[config.mk]
export PLATFORM = sky130hd
export DESIGN_NAME = icache_ro_dm_flat
export DESIGN_NICKNAME = d
export VERILOG_FILES = /design/src/rtl/icache_ro_dm_if.sv /design/src/rtl/icache_ro_dm.sv /design/src/flat_wrapper.sv
export SDC_FILE = /design/constraint.sdc
export NUM_CORES = 1
export LEC_CHECK = 0
export ABC_CLOCK_PERIOD_IN_PS = 17620
export CORE_ASPECT_RATIO = 0.5
export CORE_MARGIN = 2
export CORE_UTILIZATION = 42
export CTS_CLUSTER_SIZE = 28
export DETAILED_ROUTE_END_ITERATION = 16
export PLACE_DENSITY = 0.57
export SYNTH_ARGS = -nofsm -noshare
export SYNTH_HDL_FRONTEND = slang
export SYNTH_SLANG_ARGS = --single-unit
[constraint.sdc]
create_clock -name clk -period 17.62 [get_ports clk]
set_input_delay 2.643 -clock clk [delete_from_list [all_inputs] [get_ports clk]]
set_output_delay 2.643 -clock clk [all_outputs]
set_load 0.02 [all_outputs]
[src/rtl/icache_ro_dm_if.sv]
// Core-fetch and refill-memory signals of the read-only instruction cache.
// The slave modport is the cache; the master modport is its environment (core and memory).
interface icache_ro_dm_if;
   logic         proc_read;
   logic [29:0]  proc_addr;
   logic [31:0]  proc_rdata;
   logic         proc_stall;
   logic         mem_read;
   logic [27:0]  mem_addr;
   logic [127:0] mem_rdata;
   logic         mem_ready;

   modport slave (
      input  proc_read, proc_addr, mem_rdata, mem_ready,
      output proc_rdata, proc_stall, mem_read, mem_addr
   );

   modport master (
      output proc_read, proc_addr, mem_rdata, mem_ready,
      input  proc_rdata, proc_stall, mem_read, mem_addr
   );
endinterface

[src/rtl/icache_ro_dm.sv]
// Read-only direct-mapped instruction cache: zero-cycle hits, one 128-bit line refill per miss.
// The requester holds proc_addr/proc_read while stalled, so the address is never latched here.
module icache_ro_dm #(
   parameter int LINES   = 8,
   parameter int INDEX_W = 3,
   parameter int TAG_W   = 25
) (
   input logic           clk,
   input logic           rst,
   icache_ro_dm_if.slave bus
);
   typedef enum logic [1:0] {IDLE, FETCH, FILL} state_t;

   state_t             r_state;
   state_t             w_next;
   logic [LINES-1:0]   r_valid;
   logic [TAG_W-1:0]   r_tag  [LINES];
   logic [127:0]       r_data [LINES];

   logic [INDEX_W-1:0] w_idx;
   logic [TAG_W-1:0]   w_tag;
   logic [1:0]         w_word;
   logic               w_hit;
   logic               w_fill;
   logic [31:0]        w_rword;
   logic               w_stall;
   logic               w_mem_read;
   logic [27:0]        w_mem_addr;
   logic [31:0]        w_rdata;

   assign w_word = bus.proc_addr[1:0];
   assign w_idx  = bus.proc_addr[INDEX_W+1:2];
   assign w_tag  = bus.proc_addr[29:INDEX_W+2];
   assign w_hit  = bus.proc_read & r_valid[w_idx] & (r_tag[w_idx] == w_tag);
   // mem_ready only counts while a refill is outstanding; stray pulses elsewhere are dropped
   assign w_fill = (r_state == FETCH) & bus.mem_ready;

   always_comb begin
      case (w_word)
         2'd0:    w_rword = r_data[w_idx][31:0];
         2'd1:    w_rword = r_data[w_idx][63:32];
         2'd2:    w_rword = r_data[w_idx][95:64];
         default: w_rword = r_data[w_idx][127:96];
      endcase
   end

   always_ff @(posedge clk or posedge rst) begin
      if (rst) r_state <= IDLE;
      else     r_state <= w_next;
   end

   always_ff @(posedge clk or posedge rst) begin
      if (rst)         r_valid <= '0;
      else if (w_fill) r_valid[w_idx] <= 1'b1;
   end

   always_ff @(posedge clk) begin
      if (w_fill) begin
         r_tag[w_idx]  <= w_tag;
         r_data[w_idx] <= bus.mem_rdata;
      end
   end

   always_comb begin
      w_next     = r_state;
      w_stall    = 1'b0;
      w_mem_read = 1'b0;
      w_mem_addr = '0;
      w_rdata    = '0;
      case (r_state)
         IDLE: begin
            if (bus.proc_read) begin
               if (w_hit) begin
                  w_rdata = w_rword;
               end else begin
                  w_stall = 1'b1;
                  w_next  = FETCH;
               end
            end
         end
         FETCH: begin
            w_stall    = 1'b1;
            w_mem_read = 1'b1;
            w_mem_addr = bus.proc_addr[29:2];
            if (bus.mem_ready) w_next = FILL;
         end
         FILL: begin
            w_stall = 1'b1;
            w_next  = IDLE;
         end
         default: w_next = IDLE;
      endcase
   end

   // Outputs are forced quiet for as long as reset is held, independent of the clock.
   assign bus.proc_stall = w_stall    & ~rst;
   assign bus.mem_read   = w_mem_read & ~rst;
   assign bus.mem_addr   = rst ? 28'h0 : w_mem_addr;
   assign bus.proc_rdata = rst ? 32'h0 : w_rdata;
endmodule

[src/flat_wrapper.sv]
// flat-port wrapper written by rule: the top's interface ports become plain ports
module icache_ro_dm_flat 
#(
   parameter int LINES   = 8,
   parameter int INDEX_W = 3,
   parameter int TAG_W   = 25
)
  (clk, rst, bus_proc_read, bus_proc_addr, bus_mem_rdata, bus_mem_ready, bus_proc_rdata, bus_proc_stall, bus_mem_read, bus_mem_addr);
  icache_ro_dm_if bus_i ();
  input logic clk;
  input logic rst;
  input wire logic [$bits(bus_i.proc_read)-1:0] bus_proc_read;
  input wire logic [$bits(bus_i.proc_addr)-1:0] bus_proc_addr;
  input wire logic [$bits(bus_i.mem_rdata)-1:0] bus_mem_rdata;
  input wire logic [$bits(bus_i.mem_ready)-1:0] bus_mem_ready;
  output wire logic [$bits(bus_i.proc_rdata)-1:0] bus_proc_rdata;
  output wire logic [$bits(bus_i.proc_stall)-1:0] bus_proc_stall;
  output wire logic [$bits(bus_i.mem_read)-1:0] bus_mem_read;
  output wire logic [$bits(bus_i.mem_addr)-1:0] bus_mem_addr;
  assign bus_i.proc_read = bus_proc_read;
  assign bus_i.proc_addr = bus_proc_addr;
  assign bus_i.mem_rdata = bus_mem_rdata;
  assign bus_i.mem_ready = bus_mem_ready;
  assign bus_proc_rdata = bus_i.proc_rdata;
  assign bus_proc_stall = bus_i.proc_stall;
  assign bus_mem_read = bus_i.mem_read;
  assign bus_mem_addr = bus_i.mem_addr;
  icache_ro_dm #(.LINES(LINES), .INDEX_W(INDEX_W), .TAG_W(TAG_W)) u_core (.clk(clk), .rst(rst), .bus(bus_i));
endmodule
# After elaboration in Yosys (flattened, before gate mapping)
# Memories as Yosys holds them, arrays and structs flattened.
# Index checks and enable logic that the tools add are counted.
# totals
register_bits	10
latch_bits	0
ram_bits	1224
rom_bits	0
input_bits	162
output_inout_bits	62
wordCells	47
memories	2
# op_classes
n_addsub	0
n_mul	0
div_mod_pow	0
n_lt_le_gt_ge	2
eq_ne	8
shifts	0
n_mux	21
bitwise	7
reduce_logical	5
# mem_list
name	words	width	read_ports	rd_ports_with_merged_regs	write_ports	line	source
u_core.r_data	8	128	1	0	1	icache_ro_dm.sv:18	logic [127:0] r_data [LINES];
u_core.r_tag	8	25	1	0	1	icache_ro_dm.sv:17	logic [TAG_W-1:0] r_tag [LINES];
# op_table
operator	n
$mux 32	4
$pmux 32 s3	1
$mux 28	2
$eq 25x25->1	1
$or 8x8->8	1
$mux 1	7
$mux 2	3
$ne 2x2->1 const B	3
$and 1x1->1	5
$eq 2x1->1 const B	2
$eq 2x2->1 const B	2
$logic_not 2->1	2
$lt 3x4->1 const B	1
$pmux 2 s2	1
$bmux 1 s3	1
$demux 1 s3	1
$ge 3x1->1 const B	1
$reduce_and 3->1	1
$pmux 1 s2	1
$reduce_or 2->1	1
$logic_and 1x1->1	1
$not 1->1	1

# Longest topological paths before layout
# depth
word_depth	8
ltp_mapped	13
ltp_nobuf	8

# Least setup slack after synthesis
# No wires, ideal clock.
# synth_path
kind	input to register
start	input bus_proc_addr[2]
end	register u_core.r_valid[1]
setup_ps	106
arrival_ps	11264
required_time_ps	17514
setup_slack_ps	6250
cell_stages	11
path_buffers	8
path_cell_list	buf_6 buf_6 buf_6 buf_6 buf_4 buf_4 buf_6 buf_2 nand3_1 nor2_1 or2_2
# synth_via
elab_chain_len	5
elab_cells_between_ends	6
classes_between	order compare (2); mux (2); bitwise (1); reduce/logical (1)
# synth_rtl
element	line	source
start: declaration	flat_wrapper.sv:13	input wire logic [$bits(bus_i.proc_addr)-1:0] bus_proc_addr;
$lt 3x4->1 (not written as such) / $ge 3x1->1 (equally long branches)	icache_ro_dm.sv:54	else if (w_fill) r_valid[w_idx] <= 1'b1;
$logic_and 1x1->1 (not written as such)	icache_ro_dm.sv:54	
$mux 1 (not written as such)	icache_ro_dm.sv:54	
$demux 1 s3 *	-	
$or 8x8->8 (no line) *	-	
end signal: assignment	icache_ro_dm.sv:53	if (rst) r_valid <= '0;
end signal: indexed assignment	icache_ro_dm.sv:54	
end: declaration	icache_ro_dm.sv:16	logic [LINES-1:0] r_valid;
# Mark *: on every way between the ends. The rest lies on a longest branch, timed or not.
# A chain may end at the register's enable or synchronous reset.

# Final worst setup path
# layout_path
start	input bus_proc_addr[2]
end	output bus_proc_rdata[4]
# layout_via
elab_chain_len	8
elab_cells_between_ends	12
classes_between	eq/ne (1); mux (7); bitwise (2); memory (2)
# layout_rtl
element	line	source
parallel branches: the longest is 4 deep, another holds $mem_v2 8x25	-	
$mux 32 *	icache_ro_dm.sv:73	if (w_hit) begin
$mux 32 *	icache_ro_dm.sv:72	if (bus.proc_read) begin
$mux 32 *	icache_ro_dm.sv:70	case (r_state)
$mux 32 *	icache_ro_dm.sv:99	assign bus.proc_rdata = rst ? 32'h0 : w_rdata;
end: declaration	flat_wrapper.sv:16	output wire logic [$bits(bus_i.proc_rdata)-1:0] bus_proc_rdata;
# Mark *: on every way between the ends. The select of a mux whose other input is x is not followed.

==> summary.txt <==
Simple-gate share of the synthesized area: 0.01608
Post-Synth Adder-Cell Area: 0.001308
Worst-path clk slew: 0.07 ns
Largest family of logic cells by synthesized area: multiplexers
Routed vias/inst: 5.535
Startpoint Class: input pin
Hpwl dp: 55,250 um
Root buffer cell: clkbuf_16
Synthesized area: 47,840 sq um
Share of cells above drive strength 1: 0.2032
Post-route DRC: 0
Synth Flop Type: edfxtp_1
Post-synth EDFFs: 1,224
Floorplan die width: 481.3 um
Hold Crit Class: reg2reg
Overall Power: 0.006151 W
Clock Skews: 0.02028 ns
Slowest stage delay, CP: 0.77 ns
Max VDD drop: 0.07956 mV
Post-CTS setup buffers: 0
CP max FO: 69
Worst-skew pair later-pin latency: 0.71 ns
Post-Route WL: 108,400 um
Initial core utilization: 0.4243
Min-delay src: u_core.r_valid[2]
First-pass GRT wire length: 160,000 um
CTS max path bufs: 3
Synth-to-Final Area Change: 15.58%
Complex-gate fraction of the synthesized area: 0.03350
Mux cell area share after synthesis: 0.1575
Top cells by count, synth: edfxtp_1, mux4_2, mux2i_1
Input/output buffers: 223
Largest cells by area after synthesis: edfxtp_1, mux4_2, mux2i_1
PwrDens: 111.2 nW/um^2
Hold_buf cts: 0
Syn avg cell area: 21.96 sq um
Post-route clock period utilization: 0.5806
Post-CTS Resized: 0
Area leader, netlist: edfxtp_1
Vias: 22,290
CTS tree: yes
Cts bufs inserted: 109
Post-Syn Instances: 2,179
Final hold vios: 0
Rows: 87
Chip height: 242.7 um
Iteration-0 DRC Markers: 1,810
Worst endpoint required time: 14.98 ns
DR pass1 iterations: 5
Fmax: 97.76 MHz
Post-Syn Nets: 2,346
Tot GR Track Use: 0.1869
Critical path capture point type: output pin
Post-synthesis xor/xnor area fraction: 0.004393
Io pins: 224
Max cap viols: 0
Setup tns final: 0 ns
DRT antenna net count: 0
Congestion Overflow GR: 0
Die ar.: 116,800 sq um
Normalized max-slew margin: 0.1885
Final Core Density: 0.4903
Critical-path top delay cell: buf_4
Crit path max-delay family: buffers and inverters
CP dominant cell by count: buf_4
Synth async-reset ratio: 0.008104
Crit Path Category: in2out
Final Max Slew Viols: 0
Critical-path cell list: buf_8 -> buf_4 -> buf_4 -> buf_4 -> mux4_2 -> and2_1 -> a211oi_1 -> a21oi_1 -> nor2_1 -> a2111oi_2 -> clkdlybuf4s50_1
Most numerous cell in the Yosys netlist: edfxtp_1
Core Area: 112,800 sq um
Drt wl/cell: 26.92 um
H-Tree Depth: 3
Critical R2R Launch: u_core.r_state[1]
WP buf/inv: 5
Pleak: 17.51 nW
Sink Count: 1,234
Yosys top cell area share: 0.7682
Final min period: 10.23 ns
Nets@finish: 2,592
Initial antenna violation count: 11
Gpl congestion: 0.7098
Post-synthesis sequential area ratio: 0.7735
Setup Viol. Count Final: 0
Netlist cell types: 41
Worst Max-Slew Pin Slew: 1.217 ns
RSZ-0062 raised after global routing: no
Status: finished, final reports clean
Yosys warns: 0
Seq cells post-synth: 1,234
Beginning of the critical path: bus_proc_addr[2]
Vias in the first global route: 23,410
WP data arrival: 7.59 ns
Largest net degree at the start of global routing: 132
==> layer usage <==
layer	routed length, um	global-route usage	part of all wire
met5	59	0	0.00054
met4	2386	0.04758	0.022
met3	4033	0.03068	0.037
met2	54520	0.3137	0.50
met1	47410	0.2554	0.44
==> area by class of cell <==
| type | count | area, sq um |
|---|---|---|
| flip-flops and latches | 1234 | 37010 |
| fillers | 9177 | 57480 |
| repair buffers | 263 | 2649 |
| multi-input cells | 810 | 10250 |
| clock inverters | 64 | 544.3 |
| inverters | 7 | 26.28 |
| diodes | 4 | 10.01 |
| well taps | 1513 | 1893 |
| clock buffers | 132 | 2919 |
==> stage by stage <==
stage	hold slack [ns]	cells	area, sq um	setup WS [ns]
CTS	0.4687	4023	55290	7.146
global placement	0.4480	3827	51820	7.063
global route	0.4772	4026	55300	6.936
floorplan	0.4334	2179	47840	6.250
finish	0.4649	4027	55300	7.390
detailed placement	0.4503	3827	51820	7.129
==> worst reg2reg max path, cell delays in order, from the launching register on <==
cell	delay (ns)
dfrtp_1	0.40
inv_1	0.15
ha_1	0.49
buf_4	0.37
nand3_1	0.37
nor2_4	0.82
buf_4	0.70
buf_12	0.63
==> sequential cells by signal, indices dropped and copies added (netlist names) <==
register	cells
u_core.r_valid	8
u_core.r_data	1024
u_core.r_state	2
u_core.r_tag	200
==> cells in the final DEF (no fill, tap or decap), types with 27 or more instances in the layout <==
cell and instances:
mux4_2 249, a21oi_1 33, mux2i_1 188, and3_1 27
o22ai_1 36, clkdlybuf4s50_1 218, clkbuf_16 113, and2_1 32
nor2_1 34, buf_4 31, edfxtp_1 1224, a2111oi_2 30
a211oi_1 65
==> cells by family (layout without fill, tap and decap cells) <==
| logic type | count (synthesis) | count (layout) |
|---|---|---|
| compound gates | 202 | 202 |
| xor+xnor | 24 | 24 |
| fa+ha+maj | 5 | 5 |
| buf+inv | 135 | 466 |
| flops | 1234 | 1234 |
| mux | 441 | 441 |
| other cells | 0 | 4 |
| simple gates | 138 | 138 |
==> power by group <==
group	total [W]	switching, W	internal (W)	leakage, nW
logic	0.000464	0.000279	0.000186	4.66
registers	0.00335	0.0000201	0.00333	11.1
clock network	0.00234	0.00104	0.00129	1.71
==> path summary, 6_finish.rpt <==
| path | end | slack (ns) | cells after the start |
|---|---|---|---|
| worst max-delay path | bus_proc_rdata[4] | 7.39 | 11 |
| worst min-delay path | u_core.r_valid[2] | 0.46 | 1 |
| worst max register to register | u_core.r_data[7][101] | 13.18 | 7 |
| worst min register to register | u_core.r_valid[2] | 0.46 | 1 |
| max in group asynchronous | u_core.r_valid[0] | 14.59 | 3 |
| min in group asynchronous | u_core.r_state[0] | 2.69 | 3 |
Power figures use the tool's default switching activity.
